[config.mk]
export PLATFORM = sky130hd
export DESIGN_NAME = vga_pattern_out
export DESIGN_NICKNAME = d
export VERILOG_FILES = /design/src/rtl/vga_pattern_out_pkg.sv /design/src/rtl/vga_box_mover.sv /design/src/rtl/vga_pattern_out.sv
export VERILOG_INCLUDE_DIRS = /design/src /design/src/rtl
export SDC_FILE = /design/constraint.sdc
export NUM_CORES = 1
export LEC_CHECK = 0
export ABC_AREA = 1
export CORE_MARGIN = 2
export CORE_UTILIZATION = 50
export DETAILED_ROUTE_END_ITERATION = 10
export PLACE_DENSITY = 0.79
export RECOVER_POWER = 50
export SYNTH_ARGS = -nofsm -noshare
export SYNTH_HDL_FRONTEND = slang
export SYNTH_SLANG_ARGS = --single-unit
[constraint.sdc]
create_clock -name i_pixclock -period 5 [get_ports i_pixclock]
set_input_delay 0.75 -clock i_pixclock [delete_from_list [all_inputs] [get_ports i_pixclock]]
set_output_delay 0.75 -clock i_pixclock [all_outputs]
set_load 0.03 [all_outputs]
[src/rtl/vga_800x600.vh]
// ============================================================================
//  vga_800x600.vh
//  Shared 800x600@60 timing constants for the timing generator and pattern out.
//  Revision: 1.0
// ============================================================================
`default_nettype none
`ifndef VGA_800X600_VH
`define VGA_800X600_VH

`define VGA_H_ACTIVE      800
`define VGA_H_SYNC_START  840
`define VGA_H_SYNC_END    968
`define VGA_H_TOTAL       1056
`define VGA_V_ACTIVE      600
`define VGA_V_SYNC_START  601
`define VGA_V_SYNC_END    605
`define VGA_V_TOTAL       628

`endif
`default_nettype wire

[src/rtl/vga_pattern_out_pkg.sv]
// ============================================================================
//  vga_pattern_out_pkg
//  Shared types, constants and colour helpers for the VGA pattern generator.
//  Revision: 1.0
// ============================================================================
`include "vga_800x600.vh"
`default_nettype none

package vga_pattern_out_pkg;

    localparam int unsigned c_H_ACTIVE     = `VGA_H_ACTIVE;
    localparam int unsigned c_H_SYNC_START = `VGA_H_SYNC_START;
    localparam int unsigned c_H_SYNC_END   = `VGA_H_SYNC_END;
    localparam int unsigned c_V_ACTIVE     = `VGA_V_ACTIVE;
    localparam int unsigned c_V_SYNC_START = `VGA_V_SYNC_START;
    localparam int unsigned c_V_SYNC_END   = `VGA_V_SYNC_END;

    localparam logic [10:0] c_BAR_WIDTH       = 11'd100;
    localparam logic [5:0]  c_PHASE_LAST_FRM  = 6'd59;
    localparam logic [3:0]  c_BOX_BG_BLUE     = 4'h4;

    typedef enum logic [1:0] {
        MODE_BARS     = 2'd0,
        MODE_CHECKER  = 2'd1,
        MODE_BOX      = 2'd2,
        MODE_GRADIENT = 2'd3
    } mode_e;

    typedef enum logic [0:0] {
        DIR_RIGHT = 1'b0,
        DIR_LEFT  = 1'b1
    } xdir_e;

    typedef enum logic [0:0] {
        DIR_DOWN = 1'b0,
        DIR_UP   = 1'b1
    } ydir_e;

    typedef struct packed {
        logic [3:0] r;
        logic [3:0] g;
        logic [3:0] b;
    } rgb_t;

    // Bar 0 is white, bar 7 black: colour bits come from the inverted index.
    function automatic rgb_t bar_colour(input logic [2:0] index);
        logic [2:0] bits;
        rgb_t       c;
        bits = 3'd7 - index;
        c.r  = {4{bits[2]}};
        c.g  = {4{bits[1]}};
        c.b  = {4{bits[0]}};
        return c;
    endfunction

endpackage

`default_nettype wire

[src/rtl/vga_box_mover.sv]
// ============================================================================
//  vga_box_mover
//  Bouncing-box position: one pixel per axis per frame event, reversing at edges.
//  Revision: 1.0
// ============================================================================
`default_nettype none

module vga_box_mover
    import vga_pattern_out_pkg::*;
#(
    parameter int unsigned X_MAX = 736,
    parameter int unsigned Y_MAX = 536
) (
    input  logic        i_pixclock,
    input  logic        i_reset_n,
    input  logic        i_frame_evt,
    output logic [10:0] o_box_x,
    output logic [9:0]  o_box_y
);

    localparam logic [10:0] c_x_max = 11'(X_MAX);
    localparam logic [9:0]  c_y_max = 10'(Y_MAX);

    xdir_e       xdir_q;
    ydir_e       ydir_q;
    logic [10:0] box_x_q;
    logic [9:0]  box_y_q;

    // Reversal and the step happen in the same update so position stays in range.
    always_ff @(posedge i_pixclock) begin
        if (!i_reset_n) begin
            xdir_q  <= DIR_RIGHT;
            ydir_q  <= DIR_DOWN;
            box_x_q <= '0;
            box_y_q <= '0;
        end else if (i_frame_evt) begin
            unique case (xdir_q)
                DIR_RIGHT: begin
                    if (box_x_q == c_x_max) begin
                        xdir_q  <= DIR_LEFT;
                        box_x_q <= box_x_q - 11'd1;
                    end else begin
                        box_x_q <= box_x_q + 11'd1;
                    end
                end
                DIR_LEFT: begin
                    if (box_x_q == 11'd0) begin
                        xdir_q  <= DIR_RIGHT;
                        box_x_q <= box_x_q + 11'd1;
                    end else begin
                        box_x_q <= box_x_q - 11'd1;
                    end
                end
            endcase
            unique case (ydir_q)
                DIR_DOWN: begin
                    if (box_y_q == c_y_max) begin
                        ydir_q  <= DIR_UP;
                        box_y_q <= box_y_q - 10'd1;
                    end else begin
                        box_y_q <= box_y_q + 10'd1;
                    end
                end
                DIR_UP: begin
                    if (box_y_q == 10'd0) begin
                        ydir_q  <= DIR_DOWN;
                        box_y_q <= box_y_q + 10'd1;
                    end else begin
                        box_y_q <= box_y_q - 10'd1;
                    end
                end
            endcase
        end
    end

    assign o_box_x = box_x_q;
    assign o_box_y = box_y_q;

endmodule

`default_nettype wire

[src/rtl/vga_pattern_out.sv]
// ============================================================================
//  vga_pattern_out
//  Two-stage pipelined VGA test-pattern generator with frame-latched mode.
//  Revision: 1.0
// ============================================================================
`default_nettype none

module vga_pattern_out
    import vga_pattern_out_pkg::*;
#(
    parameter int unsigned H_ACTIVE     = c_H_ACTIVE,
    parameter int unsigned V_ACTIVE     = c_V_ACTIVE,
    parameter int unsigned H_SYNC_START = c_H_SYNC_START,
    parameter int unsigned H_SYNC_END   = c_H_SYNC_END,
    parameter int unsigned V_SYNC_START = c_V_SYNC_START,
    parameter int unsigned V_SYNC_END   = c_V_SYNC_END,
    parameter int unsigned BOX_SIZE     = 64
) (
    input  logic        i_pixclock,
    input  logic        i_reset_n,
    input  logic [10:0] i_hcount,
    input  logic [9:0]  i_vcount,
    input  logic [1:0]  i_mode,
    output logic        o_hsync,
    output logic        o_vsync,
    output logic [3:0]  o_red,
    output logic [3:0]  o_green,
    output logic [3:0]  o_blue,
    output logic        o_frame
);

    localparam logic [10:0] c_h_active = 11'(H_ACTIVE);
    localparam logic [10:0] c_hs_start = 11'(H_SYNC_START);
    localparam logic [10:0] c_hs_end   = 11'(H_SYNC_END);
    localparam logic [9:0]  c_v_active = 10'(V_ACTIVE);
    localparam logic [9:0]  c_vs_start = 10'(V_SYNC_START);
    localparam logic [9:0]  c_vs_end   = 10'(V_SYNC_END);
    localparam logic [11:0] c_box_w    = 12'(BOX_SIZE);
    localparam logic [10:0] c_box_h    = 11'(BOX_SIZE);

    logic        w_frame_evt;
    logic [10:0] w_box_x;
    logic [9:0]  w_box_y;
    logic [2:0]  w_bar_idx;
    logic        w_in_box;

    logic        valid_q;
    logic        active_q;
    logic        hsync_q;
    logic        vsync_q;
    logic        frame_q;
    logic [10:0] hcount_q;
    logic [9:0]  vcount_q;

    mode_e       mode_q;
    logic [5:0]  frame_cnt_q;
    logic        phase_q;
    rgb_t        pixel_d;

    assign w_frame_evt = (i_hcount == 11'd0) && (i_vcount == c_v_active);

    vga_box_mover #(
        .X_MAX (H_ACTIVE - BOX_SIZE),
        .Y_MAX (V_ACTIVE - BOX_SIZE)
    ) u_box_mover (
        .i_pixclock  (i_pixclock),
        .i_reset_n   (i_reset_n),
        .i_frame_evt (w_frame_evt),
        .o_box_x     (w_box_x),
        .o_box_y     (w_box_y)
    );

    // Stage 1: registered counters and region/sync flags.
    always_ff @(posedge i_pixclock) begin
        if (!i_reset_n) begin
            valid_q  <= 1'b0;
            active_q <= 1'b0;
            hsync_q  <= 1'b0;
            vsync_q  <= 1'b0;
            frame_q  <= 1'b0;
            hcount_q <= '0;
            vcount_q <= '0;
        end else begin
            valid_q  <= 1'b1;
            active_q <= (i_hcount < c_h_active) && (i_vcount < c_v_active);
            hsync_q  <= (i_hcount >= c_hs_start) && (i_hcount < c_hs_end);
            vsync_q  <= (i_vcount >= c_vs_start) && (i_vcount < c_vs_end);
            frame_q  <= w_frame_evt;
            hcount_q <= i_hcount;
            vcount_q <= i_vcount;
        end
    end

    // Frame-rate state: mode only changes at the frame event so a frame never tears.
    always_ff @(posedge i_pixclock) begin
        if (!i_reset_n) begin
            mode_q      <= MODE_BARS;
            frame_cnt_q <= '0;
            phase_q     <= 1'b0;
        end else if (w_frame_evt) begin
            mode_q <= mode_e'(i_mode);
            if (frame_cnt_q == c_PHASE_LAST_FRM) begin
                frame_cnt_q <= '0;
                phase_q     <= ~phase_q;
            end else begin
                frame_cnt_q <= frame_cnt_q + 6'd1;
            end
        end
    end

    assign w_bar_idx = 3'(hcount_q / c_BAR_WIDTH);
    assign w_in_box  = (hcount_q >= w_box_x)
                    && ({1'b0, hcount_q} < ({1'b0, w_box_x} + c_box_w))
                    && (vcount_q >= w_box_y)
                    && ({1'b0, vcount_q} < ({1'b0, w_box_y} + c_box_h));

    always_comb begin
        pixel_d = '0;
        if (active_q) begin
            unique case (mode_q)
                MODE_BARS:    pixel_d = bar_colour(w_bar_idx);
                MODE_CHECKER: pixel_d = {12{hcount_q[5] ^ vcount_q[5] ^ phase_q}};
                MODE_BOX:     pixel_d = w_in_box ? 12'hFFF : {8'h00, c_BOX_BG_BLUE};
                MODE_GRADIENT: begin
                    pixel_d.r = hcount_q[9:6];
                    pixel_d.g = hcount_q[9:6];
                    pixel_d.b = hcount_q[9:6];
                end
            endcase
        end
    end

    // Stage 2: output registers.
    always_ff @(posedge i_pixclock) begin
        if (!i_reset_n) begin
            o_hsync <= 1'b0;
            o_vsync <= 1'b0;
            o_frame <= 1'b0;
            o_red   <= '0;
            o_green <= '0;
            o_blue  <= '0;
        end else begin
            o_hsync <= valid_q & hsync_q;
            o_vsync <= valid_q & vsync_q;
            o_frame <= valid_q & frame_q;
            {o_red, o_green, o_blue} <= valid_q ? pixel_d : 12'h000;
        end
    end

endmodule

`default_nettype wire

==> run_results.csv, run 1 <==
group,metric,value,unit
final_layout,area_growth,15.3,%
timing,hold_viol_final,0,
placement,dp.cells,837,
pwr,p_per_area,237,nW/um^2
detailed_routing,drtPass1Iterations,5,
final_layout,fin_cells,853,
placement,placed_cell_area,5290,sq um
cts,cts_resized,0,
worst_setup_path,arrival,2960,ps
pwr,power_frac_seq,46.5,%
placement,gp_congestion,0.992,
floorplanning,io_pins,40,
logic_synthesis,seq_area_frac_synth,30.8,%
detailed_routing,drt_wl_total,11400,um
detailed_routing,vias,4648,
global_route,antenna_found_initial,0,
final_layout,layout_common_cells,"nand2_1, inv_1, dfxtp_1",
timing,clock_skew,10.7,ps
logic_synthesis,avgSynthCellArea,7.02,sq um
detailed_routing,dr_wl_met3,464,um
global_route,grt_pass1_vias,4436,
min_path,min_path_type,"reg2reg",
final_layout,final_nets,783,
logic_synthesis,syn_inst,677,
job,cap_violations,0,
worst_setup_path,path_cells,"inv_1, ha_1, nand2_1, inv_1, nand3_1, inv_1, nand2_1, o31ai_1, nand2_1, or2_2, nor2_1, a32o_1, a21oi_1, o21a_1",
cts,cts.root.buffer_cell,"clkbuf_8",
floorplanning,die_w,101,um
pwr,clockPowerShare,35.4,%
worst_setup_path,worstSetupStartpointType,"register",
timing,tns,0,ps
final_layout,multiInputGateArea,2810,sq um
logic_synthesis,syn_nets,741,
global_route,grt_pass1_wl,19400,um
pwr,power_frac_comb,18.1,%
worst_setup_path,worst_ep_required_time,5250,ps
final_layout,num_antenna_cells,0,
logic_synthesis,yosysTopAreaCellShare,30.8,%
final_layout,fin_util,59.3,%
logic_synthesis,ys_warn_count,0,
detailed_routing,drt_first_iter_violations,283,
floorplanning,core_region_area,9240,sq um
global_route,gr-total-overflow,0,
cts,clockBufferDepth,2,
logic_synthesis,synth_edf_count,0,
pwr,p_leak,2.53,nW
timing,worstMarginPinSlew,960,ps
worst_setup_path,cp_max_fo,7,
final_layout,fillers,828,
floorplanning,die_h,101,um
logic_synthesis,ys_top_cells_by_area,"dfxtp_1, ha_1, nand2_1",
detailed_routing,wl_met2,5500,um
placement,io_buffer_count,39,
timing,slew_violations,0,
cts,postCtsSetupBuffers,0,
pwr,power.internal,0.924,mW
pwr,switching_power,0.376,mW
final_layout,drive_above_1_share,8.70,%
worst_setup_path,cp-end-kind,"register",
detailed_routing,routedWlPerCell,13.4,um
logic_synthesis,yosysTopAreaCell,"dfxtp_1",
worst_setup_path,critPathMaxStageDelay,340,ps
floorplanning,die_area,10300,sq um
floorplanning,start_util,51.4,%
final_layout,final-seq-area,1460,sq um
cts,cts_sinks,73,
detailed_routing,m1WireLength,5150,um
cts,cts_buffers,9,
final_layout,final_cell_area,5480,sq um
logic_synthesis,synthFlopType,"dfxtp_1",
worst_setup_path,slowest_stage,"dfxtp_1",
placement,place_hpwl,9090,um
logic_synthesis,syn_area,4750,sq um
worst_setup_path,critPathKind,"reg2reg",
cts,tritoncts,"yes",
cts,ctsHoldBuffers,0,
floorplanning,rows,35,
detailed_routing,highest_layer,"met4",
timing,rsz0062_at_grt,"false",
pwr,netSwitchingFraction,28.9,%
status,status,"complete, no violations",
global_route,grt_max_degree,30,
timing,relSlewSlack,35.8,%
timing,fin_crit_sh,54.2,%
detailed_routing,ant_nets,0,
cts,htreeDepth,3,
timing,finalSetupViolCount,0,
detailed_routing,vias_per_cell,5.45,
timing,period_minus_slack,2710,ps
cts,worstSkewPairLatency,350,ps
timing,fin_ws,2290,ps
logic_synthesis,ys_types,43,
detailed_routing,drc_errors,0,
placement,dp_slack,1950,ps
global_route,grt_usage,23.4,%
logic_synthesis,ys_seq_elements,73,
timing,fmax,369,MHz
final_layout,final_common_cell,"nand2_1",
logic_synthesis,async_reset_ff_share,0,%
pwr,peakVddDrop,0.000158,V
cts,clk_pin_slew,80,ps
synthesized netlist by cell type, types with 13 or more instances:
cell     count
o21ai_0     38
dfxtp_1     73
inv_1      108
nor3_1      20
nor2_1      50
nand4_1     13
ha_1        39
a21oi_1     57
nand3_1     39
nand2_1    121
flip-flops by register name, summed over array words and instances (netlist names), 4 cells and up:
register             flops
frame_cnt_q              6
u_box_mover.o_box_x     11
o_green                  4
vcount_q                10
o_blue                   4
hcount_q                11
o_red                    4
u_box_mover.o_box_y     10
area by class of cell:
class	count	share of cell area, %
clock buffer	10	2.51
inverter	115	7.88
sequential	73	26.7
clock inverter	6	1.05
timing repair buffer	43	7.60
tap	129	2.95
multi-input combinational	477	51.3
path summary, 6_finish.rpt:
| kind | slack, ps | to | depth (start not counted) | from |
|---|---|---|---|---|
| worst max-delay path | 2290 | u_box_mover.o_box_x[6] | 14 | u_box_mover.o_box_x[0] |
| worst min-delay path | 410 | o_vsync | 2 | vsync_q |
| worst max register to register | 2290 | u_box_mover.o_box_x[6] | 14 | u_box_mover.o_box_x[0] |
| worst min register to register | 410 | o_vsync | 2 | vsync_q |
power groups by stage:
stage | clock, mW | sequential, mW | combinational [mW]
6_report | 0.460 | 0.604 | 0.236
5_1_grt | 0.497 | 0.605 | 0.263
4_1_cts | 0.466 | 0.604 | 0.235
3_5_place_dp | 0 | 0.618 | 0.234
3_3_place_gp | 0 | 0.618 | 0.226
2_1_floorplan | 0 | 0.618 | 0.167
critical path: cells and delay by family (launching register included):
family	cells	cell delay, ps
AND/OR/NAND/NOR	6	1040
adder cells (fa/ha/maj)	1	190
AO/OA/AOI/OAI	4	720
flip-flops	1	340
buffers and inverters	3	310
metal layers:
metal,vias to the layer above,global-route usage (%)
met3,27,3.38
met2,114,41.3
met1,2165,28.8
met4,0,8.94
met5,-,0
li1,2342,-
metrics by stage:
stage          power, mW  hold slack [ps]
3_3_place_gp       0.844              396
3_5_place_dp       0.852              402
5_1_grt             1.37              445
4_1_cts             1.31              413
6_report            1.30              412
2_1_floorplan      0.785              394
kinds of logic after synthesis:
family / share of synthesized area [%]
DFF: 30.8
xor gates and xnor gates: 2.21
adders and majority gates: 10.3
AOI/OAI and AO/OA: 16.7
buffers and inverters: 10.0
and+or+nand+nor: 30.0
(Power assumes the default switching activity.)
==> inputs of run 2 (changes only) <==
--- a/config.mk
+++ b/config.mk
@@ -10,7 +10,7 @@
 export CORE_MARGIN = 2
 export CORE_UTILIZATION = 50
 export DETAILED_ROUTE_END_ITERATION = 10
-export PLACE_DENSITY = 0.79
+export PLACE_DENSITY = 0.82
 export RECOVER_POWER = 50
 export SYNTH_ARGS = -nofsm -noshare
 export SYNTH_HDL_FRONTEND = slang
==> constraint.sdc (replaced) <==
create_clock -name i_pixclock -period 2.4 [get_ports i_pixclock]
set_input_delay 0.36 -clock i_pixclock [delete_from_list [all_inputs] [get_ports i_pixclock]]
set_output_delay 0.36 -clock i_pixclock [all_outputs]
set_load 0.03 [all_outputs]
==> run 2 against run 1 <==
The run now ends with negative setup slack left. Clock power rose by 120%. Via count rose by 12%. Critical path type unchanged. Global-route usage rose by 3.1 points. Sequential power rose by 110%. Largest power group unchanged. Flip-flop and latch count did not move.
==> run_results.csv, run 2 (synthesis gave the netlist of run 1 again) <==
group,metric,value,unit
min_path,min_path_type,"reg2reg",
global_route,antenna_found_initial,0,
detailed_routing,vias_per_cell,5.52,
final_layout,drive_above_1_share,28.4,%
floorplanning,start_util,51.4,%
timing,worstMarginPinSlew,591,ps
worst_setup_path,path_cells,"buf_6, xnor2_2, o21ai_4, nand2_1, nand2_2, nand2_4, nand2_4, nor2_4, nand2_4, nand2_8, nand4_1, nand2_1, inv_4, nand3_1, nand4_1, nand2_2, nand4_4, a21oi_2",
timing,clock_skew,9.21,ps
pwr,p_leak,3.06,nW
cts,ctsHoldBuffers,0,
placement,dp.cells,907,
worst_setup_path,arrival,2970,ps
cts,cts_buffers,9,
cts,cts.root.buffer_cell,"clkbuf_8",
detailed_routing,routedWlPerCell,15.7,um
floorplanning,die_h,101,um
timing,rsz0062_at_grt,"true",
worst_setup_path,worst_ep_required_time,2680,ps
final_layout,area_growth,40.1,%
pwr,peakVddDrop,0.000468,V
timing,relSlewSlack,60.5,%
final_layout,fin_cells,942,
detailed_routing,drt_first_iter_violations,416,
pwr,power.internal,2.06,mW
cts,clk_pin_slew,80,ps
placement,gp_congestion,0.929,
final_layout,final_nets,872,
timing,period_minus_slack,2700,ps
cts,tritoncts,"yes",
final_layout,num_antenna_cells,0,
pwr,p_per_area,456,nW/um^2
floorplanning,rows,35,
pwr,clockPowerShare,33.5,%
cts,worstSkewPairLatency,360,ps
pwr,netSwitchingFraction,32.0,%
job,cap_violations,0,
timing,fin_ws,-296,ps
cts,clockBufferDepth,2,
status,violations,"negative setup slack",
status,status,"finished with violations",
worst_setup_path,critPathKind,"reg2reg",
pwr,power_frac_comb,25.2,%
worst_setup_path,crit_path_frequent_cell,"nand2_4",
floorplanning,core_region_area,9240,sq um
timing,finalSetupViolCount,12,
final_layout,layout_common_cells,"nand2_1, inv_1, buf_4",
global_route,grt_max_degree,28,
placement,io_buffer_count,39,
cts,cts_sinks,73,
detailed_routing,drc_errors,0,
worst_setup_path,cp-end-kind,"register",
timing,hold_viol_final,0,
timing,slew_violations,0,
floorplanning,die_w,101,um
worst_setup_path,cp_max_fo,6,
timing,tns,-1830,ps
cts,htreeDepth,3,
global_route,grt_usage,26.5,%
pwr,switching_power,0.973,mW
placement,place_hpwl,9940,um
detailed_routing,ant_nets,0,
floorplanning,die_area,10300,sq um
timing,fin_crit_sh,112,%
floorplanning,io_pins,40,
timing,fmax,371,MHz
worst_setup_path,critPathMaxStageDelay,380,ps
detailed_routing,drt_wl_total,14800,um
global_route,grt_pass1_wl,21500,um
detailed_routing,drtPass1Iterations,5,
detailed_routing,vias,5198,
worst_setup_path,slowest_stage,"dfxtp_4",
global_route,grt_pass1_vias,4766,
final_layout,final_common_cell,"nand2_1",
global_route,gr-total-overflow,0,
pwr,power_frac_seq,41.4,%
worst_setup_path,worstSetupStartpointType,"register",
## run 2: cell count changes in the layout (fill, tap and decap cells not counted), moves of 7 or more
cell             previous run  this run
dlygate4sd3_1              16         9
inv_1                     108        98
clkdlybuf4s50_1            23        30
o21ai_1                     1         8
a21oi_2                     0        11
dfxtp_1                    73        62
a21oi_1                    57        42
buf_4                       3        87
nand2_4                    11        19
nand2_1                   121       105
o21ai_0                    38        30
dfxtp_2                     0         8
## run 2: metrics by stage
stage | instance area (sq um) | util (%) | worst slack, ps | total power, mW | hold slack [ps]
2_1_floorplan | 4750 | - | 123 | 1.64 | 388
3_3_place_gp | 5810 | 62.9 | -141 | 1.82 | 395
3_5_place_dp | 5810 | 62.9 | -189 | 1.84 | 409
4_1_cts | 6310 | 68.3 | -40.3 | 2.90 | 418
5_1_grt | 6660 | 72.1 | -384 | 3.15 | 450
6_report | 6660 | 72.1 | -296 | 3.04 | 414
## run 2: worst paths after layout
kind,startpoint,to,slack (ps),depth (start not counted)
max,hcount_q[7],o_blue[1],-300,18
min,hsync_q,o_hsync,410,2
max reg2reg,hcount_q[7],o_blue[1],-300,18
min reg2reg,hsync_q,o_hsync,410,2
## run 2: layer usage
| metal | global-route usage (%) | part of all wire (%) | wire, um | vias up |
|---|---|---|---|---|
| met5 | 0 | 0 | 0 | - |
| met4 | 12.2 | 4.4 | 646 | 0 |
| met3 | 4.00 | 5.7 | 838 | 60 |
| met2 | 48.4 | 51 | 7600 | 218 |
| met1 | 30.2 | 39 | 5720 | 2394 |
| li1 | - | - | - | 2526 |
## run 2: power groups by stage
stage,registers (mW),clock network (mW),logic (mW)
finish,1.26,1.02,0.764
global route,1.26,1.08,0.810
CTS,1.25,1.02,0.627
detailed placement,1.28,0,0.558
global placement,1.28,0,0.539
floorplan,1.29,0,0.348
## run 2: final cells by class
type / instances / area, sq um
clock buffer: 10 / 138
clock inverter: 6 / 66.3
fill: 675 / 2580
inverter: 115 / 442
multi-input combinational: 477 / 3260
sequential: 73 / 1480
tap: 129 / 161
timing repair buffer: 132 / 1100
## run 2: repair_timing
action / CTS / global route
pin swaps: 15 / 31
setup buffers: 7 / 12
resized for setup: 57 / 71
endpoints found under the setup margin: 14 / 26
## run 2: worst max-delay path, delay by kind of cell (launching register included)
kind | cells | cell delay (ps)
and+or+nand+nor | 13 | 1520
DFF | 1 | 380
xor gates and xnor gates | 1 | 200
AOI/OAI and AO/OA | 2 | 280
buffers and inverters | 2 | 230
==> inputs of run 3 (changes only) <==
--- a/config.mk
+++ b/config.mk
@@ -7,7 +7,7 @@
 export NUM_CORES = 1
 export LEC_CHECK = 0
 export ABC_AREA = 1
-export CORE_MARGIN = 2
+export CORE_MARGIN = 10
 export CORE_UTILIZATION = 50
 export DETAILED_ROUTE_END_ITERATION = 10
 export PLACE_DENSITY = 0.82
==> run 3 against run 2 <==
The run still ends with negative setup slack left. Core utilization fell by 0.43 points. Die area increased by 34%. Routed wire length shrank 0.90%. Critical path type unchanged. Largest cell class unchanged.
==> run_results.csv, run 3 (synthesis gave the netlist of run 1 again) <==
group,metric,value,unit
worst_setup_path,worstSetupStartpointType,"register",
status,violations,"negative setup slack",
timing,hold_viol_final,0,
final_layout,final_nets,872,
timing,period_minus_slack,2660,ps
detailed_routing,drt_wl_total,14700,um
placement,io_buffer_count,39,
cts,clockBufferDepth,2,
global_route,grt_max_degree,26,
floorplanning,rows,35,
final_layout,final_common_cell,"nand2_1",
worst_setup_path,arrival,2870,ps
timing,finalSetupViolCount,12,
cts,tritoncts,"yes",
placement,dp.cells,907,
floorplanning,die_h,117,um
final_layout,area_growth,39.3,%
final_layout,drive_above_1_share,28.4,%
final_layout,final_cell_area,6620,sq um
final_layout,fin_cells,942,
floorplanning,core_region_area,9240,sq um
global_route,gr-total-overflow,0,
timing,relSlewSlack,51.8,%
detailed_routing,drt_first_iter_violations,396,
global_route,antenna_found_initial,0,
final_layout,layout_common_cells,"nand2_1, inv_1, buf_4",
pwr,peakVddDrop,0.000342,V
detailed_routing,drc_errors,0,
cts,cts_buffers,9,
job,cap_violations,0,
timing,clock_skew,9.02,ps
worst_setup_path,crit_path_frequent_cell,"nand2_4",
pwr,p_per_area,436,nW/um^2
detailed_routing,vias,5199,
floorplanning,die_area,13800,sq um
worst_setup_path,cp_max_fo,6,
detailed_routing,vias_per_cell,5.52,
final_layout,fillers,683,
timing,worstMarginPinSlew,721,ps
cts,ctsHoldBuffers,0,
global_route,grt_pass1_vias,5068,
detailed_routing,ant_nets,0,
pwr,p_leak,3.06,nW
worst_setup_path,cp-end-kind,"register",
detailed_routing,drtPass1Iterations,5,
final_layout,num_antenna_cells,0,
timing,fmax,375,MHz
cts,cts_sinks,73,
floorplanning,die_w,117,um
timing,fin_crit_sh,111,%
cts,cts.root.buffer_cell,"clkbuf_8",
detailed_routing,routedWlPerCell,15.6,um
worst_setup_path,worst_ep_required_time,2610,ps
cts,clk_pin_slew,70,ps
cts,worstSkewPairLatency,360,ps
worst_setup_path,slowest_stage,"dfxtp_4",
global_route,grt_pass1_wl,22600,um
placement,gp_congestion,0.922,
placement,place_hpwl,10300,um
timing,rsz0062_at_grt,"true",
timing,fin_ws,-264,ps
placement,placed_cell_area,5810,sq um
timing,slew_violations,0,
floorplanning,start_util,51.4,%
min_path,min_path_type,"reg2reg",
worst_setup_path,critPathMaxStageDelay,380,ps
floorplanning,io_pins,40,
global_route,grt_usage,19.1,%
cts,htreeDepth,3,
worst_setup_path,critPathKind,"reg2reg",
status,status,"finished with violations",
worst_setup_path,path_cells,"buf_6, xnor2_2, o21ai_4, nand2_2, nand2_2, nand2_4, nand2_4, nor2_4, nand2_4, nand2_8, nand2_4, nand2_4, nor2_4, nand2_4, nand2_4, nand2_1, nand2_1, nor2_2, nand3_2, nand4_4, a21oi_2",
## run 3: worst max-delay path: cells and delay by family, from the launching register on
| kind | cells | cell delay [ps] |
|---|---|---|
| compound gates | 2 | 190 |
| simple gates | 17 | 1550 |
| xor+xnor | 1 | 250 |
| buf+inv | 1 | 150 |
| flops | 1 | 380 |
## run 3: metal layers
layer | routed length (um) | GRT usage [%] | up-vias
met5 | 0 | 0 | -
met4 | 499 | 8.35 | 0
met3 | 689 | 4.41 | 42
met2 | 7660 | 35.1 | 186
met1 | 5820 | 20.1 | 2453
li1 | - | - | 2518
## run 3: metrics by stage
step / hold slack [ps] / util, % / power [mW] / TNS (ps) / setup WS [ps]
3_5_place_dp: 411 / 62.9 / 1.83 / -3240 / -191
5_1_grt: 431 / 71.6 / 3.00 / -3080 / -405
3_3_place_gp: 394 / 62.9 / 1.81 / -1860 / -156
2_1_floorplan: 388 / - / 1.64 / 0 / 123
6_report: 423 / 71.6 / 2.88 / -1630 / -264
4_1_cts: 424 / 67.2 / 2.78 / -313 / -79.7
## run 3: area by class of cell
cell class                      count  area (sq um)  share of cell area, %
Inverter                          115           442                   6.67
Multi-Input combinational cell    477          3230                   48.9
Tap cell                          129           161                   2.44
Clock buffer                       12           155                   2.34
Sequential cell                    73          1490                   22.5
Clock inverter                      4          26.3                  0.397
Timing Repair Buffer              132          1110                   16.8
## run 3: final timing paths
path / cells after the start / start / endpoint / slack, ps
setup / recovery: 21 / hcount_q[7] / o_blue[1] / -260
hold / removal: 2 / hsync_q / o_hsync / 420
setup reg to reg: 21 / hcount_q[7] / o_blue[1] / -260
hold reg to reg: 2 / hsync_q / o_hsync / 420
## run 3: timing repair
| item | in CTS | in global routing |
|---|---|---|
| gates resized for setup | 37 | 90 |
| pin swaps | 16 | 35 |
| buffers inserted | 8 | 11 |
| hold endpoints to repair | 0 | 0 |
| endpoints found under the setup margin | 14 | 26 |
## run 3: power by group
part | switching [mW] | leakage, nW | internal [mW]
clock network | 0.474 | 0.0928 | 0.433
registers | 0.0230 | 0.601 | 1.23
logic | 0.419 | 2.37 | 0.303
total | 0.916 | 3.06 | 1.97
